<file path="config.mk">
export PLATFORM = sky130hd
export DESIGN_NAME = fifo_wr_sched
export DESIGN_NICKNAME = d
export VERILOG_FILES = /design/src/rtl/fifo_wr_sched.sv
export SDC_FILE = /design/constraint.sdc
export NUM_CORES = 1
export LEC_CHECK = 0
export ABC_AREA = 1
export ABC_CLOCK_PERIOD_IN_PS = 2200
export CORE_ASPECT_RATIO = 1.4
export CORE_MARGIN = 2
export CORE_UTILIZATION = 40
export DETAILED_ROUTE_END_ITERATION = 12
export SLEW_MARGIN = 20
export SYNTH_ARGS = -nofsm -noshare
export SYNTH_HDL_FRONTEND = slang
export SYNTH_SLANG_ARGS = --single-unit
</file>
<file path="constraint.sdc">
create_clock -name clk -period 2.2 [get_ports clk]
set_input_delay 0.66 -clock clk [delete_from_list [all_inputs] [get_ports clk]]
set_output_delay 0.66 -clock clk [all_outputs]
set_load 0.01 [all_outputs]
</file>
<file path="src/rtl/fifo_wr_sched.sv">
// Write-side scheduler for the width-transform FIFO: packs narrow beats per requester
// into FIFO-width words and issues them round-robin to the FIFO write port.
module fifo_wr_sched #(
  parameter int unsigned NREQ  = 2,
  parameter int unsigned DW    = 8,
  parameter int unsigned RATIO = 4,
  parameter int unsigned SRCW  = 1,
  parameter int unsigned CNTW  = 3
) (
  input  logic                 clk,
  input  logic                 rstn,
  input  logic                 en,
  input  logic [NREQ-1:0]      in_valid,
  output logic [NREQ-1:0]      in_ready,
  input  logic [NREQ-1:0]      in_last,
  input  logic [NREQ*DW-1:0]   in_data,
  input  logic                 full,
  output logic                 wr_req,
  output logic [DW*RATIO-1:0]  wr_data,
  output logic [SRCW-1:0]      wr_src,
  output logic [CNTW-1:0]      wr_nbeats
);

  localparam int unsigned WW = DW * RATIO;

  logic [WW-1:0]   pack_q   [NREQ];
  logic [WW-1:0]   pack_d   [NREQ];
  logic [CNTW-1:0] cnt_q    [NREQ];
  logic [CNTW-1:0] cnt_d    [NREQ];
  logic [CNTW-1:0] nbeats_q [NREQ];
  logic [CNTW-1:0] nbeats_d [NREQ];
  logic [NREQ-1:0] pending_q, pending_d;
  logic [SRCW-1:0] ptr_q, ptr_d;
  logic [SRCW-1:0] win;
  logic            any_pend;

  assign in_ready = {NREQ{rstn}} & ~pending_q;

  // Round-robin pick: unrolled per pointer value, scanned backwards so the nearest candidate wins.
  always_comb begin
    win      = '0;
    any_pend = |pending_q;
    for (int unsigned p = 0; p < NREQ; p++) begin
      if (ptr_q == SRCW'(p)) begin
        for (int unsigned k = NREQ; k > 0; k--) begin
          if (pending_q[(p + k - 1) % NREQ]) win = SRCW'((p + k - 1) % NREQ);
        end
      end
    end
  end

  // Write port, zeroed when idle.
  always_comb begin
    wr_req    = en & ~full & any_pend;
    wr_data   = '0;
    wr_src    = '0;
    wr_nbeats = '0;
    if (wr_req) begin
      wr_src = win;
      for (int unsigned i = 0; i < NREQ; i++) begin
        if (win == SRCW'(i)) begin
          wr_data   = pack_q[i];
          wr_nbeats = nbeats_q[i];
        end
      end
    end
  end

  always_comb begin
    pack_d    = pack_q;
    cnt_d     = cnt_q;
    nbeats_d  = nbeats_q;
    pending_d = pending_q;
    ptr_d     = ptr_q;
    for (int unsigned i = 0; i < NREQ; i++) begin
      if (in_valid[i] && in_ready[i]) begin
        // Clearing at lane 0 leaves unwritten upper lanes zero on a short word.
        if (cnt_q[i] == '0) pack_d[i] = '0;
        for (int unsigned l = 0; l < RATIO; l++) begin
          if (cnt_q[i] == CNTW'(l)) pack_d[i][l*DW +: DW] = in_data[i*DW +: DW];
        end
        if (in_last[i] || (cnt_q[i] == CNTW'(RATIO - 1))) begin
          pending_d[i] = 1'b1;
          nbeats_d[i]  = cnt_q[i] + CNTW'(1);
          cnt_d[i]     = '0;
        end else begin
          cnt_d[i] = cnt_q[i] + CNTW'(1);
        end
      end
    end
    if (wr_req) begin
      for (int unsigned i = 0; i < NREQ; i++) begin
        if (win == SRCW'(i)) pending_d[i] = 1'b0;
      end
      ptr_d = (win == SRCW'(NREQ - 1)) ? '0 : win + SRCW'(1);
    end
  end

  always_ff @(posedge clk) begin
    if (!rstn) begin
      for (int unsigned i = 0; i < NREQ; i++) begin
        pack_q[i]   <= '0;
        cnt_q[i]    <= '0;
        nbeats_q[i] <= '0;
      end
      pending_q <= '0;
      ptr_q     <= '0;
    end else begin
      pack_q    <= pack_d;
      cnt_q     <= cnt_d;
      nbeats_q  <= nbeats_d;
      pending_q <= pending_d;
      ptr_q     <= ptr_d;
    end
  end

endmodule

</file>
==> summary.md <==
| Metric | Value |
|---|---|
| Status | `complete, but fails checks` |
| Failing checks | `setup timing` |
| Clock Skews | `0.002805 ns` |
| CTS sink count | `79` |
| Psw | `0.8620 mW` |
| Setup CP Type | `in -> out` |
| CTS tree | `done` |
| Pre-CTS setup slack | `-0.8205 ns` |
| Internal | `2.577 mW` |
| Pin count of the biggest net entering global routing | `45` |
| Cells after synthesis | `~540` |
| CP arrival | `approximately 1.8 ns` |
| PnR worst setup slack | `-0.2423 ns` |
| Final Hold Viols | `0` |
| Least-Margin Pin Slew | `0.4367 ns` |
| Combinational Power Share | `0.123` |
| Clock root buffer | `clkbuf_16` |
| Post-Synthesis Cell Area | `3602 um2` |
| CP Launch Type | `primary input` |
| CP Capture Type | `output port` |
| Highest Clock Rate | `409.5 MHz` |
| Initial antenna violation count | `0` |
| HP Class | `reg -> reg` |
| Synth Net Count | `about 580` |
| Max FO, Critical Path | `5` |
| Clock transition at path regs | `about 0.060 ns` |
| R2R depth | `7` |
| Non-Filler Instances | `766` |
| Seq/Total Area, Yosys | `0.4390` |
| WL final | `11,890 um` |
| Synth Area per Inst | `6.634 um2` |
| Via count | `~3,900` |
| Number of remaining DRC errors | `0` |
| Power Density | `645.6 nW/um2` |
| # hold bufs at CTS | `0` |
| Placed cell areas | `4502 um2` |
| WHS | `approximately 0.46 ns` |
| CTS Buf Count | `9` |
| DP HPWL | `between 7000 and 8000 um` |
| 1st-pass router iterations | `6` |
| Period Utilization, post-route | `1.110` |
| Worst ir drop on vdd | `between 0.4 and 0.5 mV` |
| Clk pwr share | `0.430` |
| Vias per cell | `5.040` |
| Port Buffer Count | `62` |
| Diode count | `0` |
| Yosys reg bits | `79` |
| Initial DRC count | `219` |
| Overflow after GRT | `0` |
| Lkg Pwr | `2.567 nW` |
| Via count of the first global-routing pass | `3,739` |
| CP Launch Point | `full` |
| Seq pwr share | `0.447` |
| DIE AREA | `between 9000 and 10,000 um2` |
| Rows | `41` |
| Synth Warn # | `0` |
| Fin area | `roughly 5300 um2` |
| Switching Share | `0.2507` |
| Boundary Pins | `63` |
| Layout cells sized above 1 | `0.2610` |
| DR WL/cell | `~16 um` |
| Global-route wire length before repair | `18,790 um` |
| Worst r2r src | `cnt_q[3]` |
| Final GP Congestion | `0.8533` |
| Worst Hold Depth | `2` |
| Layout Utilization | `0.6002` |
| Area delta synth->final | `47.86%` |
| Placed instance count | `between 700 and 800` |
| Die X | `roughly 84 um` |
| Tmin final | `2.442 ns` |
| Netlist cell types | `19` |
| Clk_lat worst skew | `0.34 ns` |
| Nets | `688` |
| Initial Utilization | `0.4059` |
| Core box area | `8875 um2` |
| Die height | `116.3 um` |
| RSZ-0062 raised after global routing | `true` |
| Antenna Violating Nets Remaining | `0` |
| Clock Tree Buf Depth | `2` |
| Slew Limit Fails | `0` |
| H-tree depth | `3` |
| Worst Hold Launch | `pack_q[29]` |
| Max_slew headroom | `0.7089` |
| Final count of negative-setup-slack endpoints | `35` |
| WP data required | `approximately 1.5 ns` |
| Max-cap violation count | `0` |
| Aggregate global-route resource usage | `0.2470` |
sequential cells by signal, indices dropped and copies added, names as in the netlist:
| signal | flops |
|---|---|
| cnt_q | 6 |
| pending_q | 2 |
| pack_q | 64 |
| nbeats_q | 6 |
| ptr_q | 1 |
area by class of cell:
cell class                      count  area [um2]
Inverter                           32       122.6
Fill cell                         799        3548
Multi-Input combinational cell    413        1992
Tap cell                          107       133.9
Timing Repair Buffer              119        1202
Clock inverter                      4       45.04
Sequential cell                    79        1584
Clock buffer                       12       246.5
cells by family (layout without fill, tap and decap cells):
kind of cell,count (synthesis),after routing,synth area share
adder cells (fa/ha/maj),10,10,0.03473
buffers and inverters,51,167,0.05974
AO/OA/AOI/OAI,72,72,0.1000
flip-flops,79,79,0.4390
AND/OR/NAND/NOR,331,331,0.3665
power groups by stage:
stage                     logic (mW)  clock network, mW  registers [mW]
after floorplan                0.202                  0            1.54
after global placement         0.354                  0            1.56
after detailed placement       0.356                  0            1.56
after global routing           0.469               1.55            1.54
after CTS                      0.423               1.48            1.53
final                          0.422               1.48            1.54
through the flow:
step	total power, mW	setup TNS [ns]
2_1_floorplan	1.747	0
3_3_place_gp	1.912	-36.92
3_5_place_dp	1.913	-37.78
4_1_cts	3.440	-8.493
5_1_grt	3.562	-8.306
6_report	3.439	-5.978
repair_timing:
| action | CTS | global route |
|---|---|---|
| cloned | 9 | 1 |
| pin swaps | 14 | 21 |
| buffers inserted | 25 | 3 |
| gates resized for setup | 201 | 57 |
| setup endpoints to repair | 39 | 38 |
cells in the mapped netlist:
cell type	count	area share
nand2_1	213	0.22
nor2_1	82	0.085
dfxtp_1	79	0.44
o21ai_0	39	0.054
a21oi_1	32	0.044
inv_1	29	0.030
nor3_1	22	0.031
clkbuf_1	10	0.010
ha_1	10	0.035
nor2_2	7	0.012
buf_4	5	0.010
buf_2	4	0.0056
nand3_1	4	0.0056
inv_2	2	0.0021
clkinv_1	1	0.0010
nand3_2	1	0.0028
nand3_4	1	0.0049
nor2_4	1	0.0031
o21ai_1	1	0.0014
cell usage in the layout, fill, tap and decap left out, types with 2 or more instances in the layout:
cell type / netlist / final
clkdlybuf4s50_1: 0 / 20
nand3_1: 4 / 3
buf_2: 4 / 22
dfxtp_2: 0 / 2
clkbuf_1: 10 / 2
ha_1: 10 / 10
nand2_1: 213 / 170
buf_6: 0 / 24
nand2_4: 0 / 10
buf_4: 5 / 35
nand3_4: 1 / 2
a21oi_1: 32 / 32
nand2_2: 0 / 33
clkbuf_16: 0 / 10
dfxtp_1: 79 / 77
buf_16: 0 / 5
nor3_1: 22 / 22
inv_1: 29 / 26
buf_12: 0 / 7
nor2_4: 1 / 2
inv_2: 2 / 4
nor2_2: 7 / 6
clkinv_2: 0 / 3
nor2_1: 82 / 82
dlygate4sd2_1: 0 / 2
o21ai_0: 39 / 39
critical path, stage by stage:
cell and delay, ns:
buf_6 0.09, inv_2 0.07, nand3_4 0.09, nor2_4 0.16, buf_6 0.13, buf_6 0.10, buf_12 0.11, buf_12 0.13
nand2_4 0.05, nand2_2 0.08, buf_6 0.10
metal layers:
layer  vias to the layer above  track usage  part of all wire
met5                         -            0                 0
met4                         0       0.1194             0.038
met3                        28      0.04806             0.052
met2                       115       0.4280              0.50
met1                      1785       0.2941              0.41
li1                       1933            -                 -
worst paths after layout:
| path | endpoint | slack (ns) |
|---|---|---|
| setup / recovery | wr_nbeats[2] | -0.24 |
| setup reg to reg | pack_q[49] | 0.47 |
| hold / removal | pack_q[29] | 0.46 |
| hold reg to reg | pack_q[29] | 0.46 |
(Power assumes the default switching activity.)
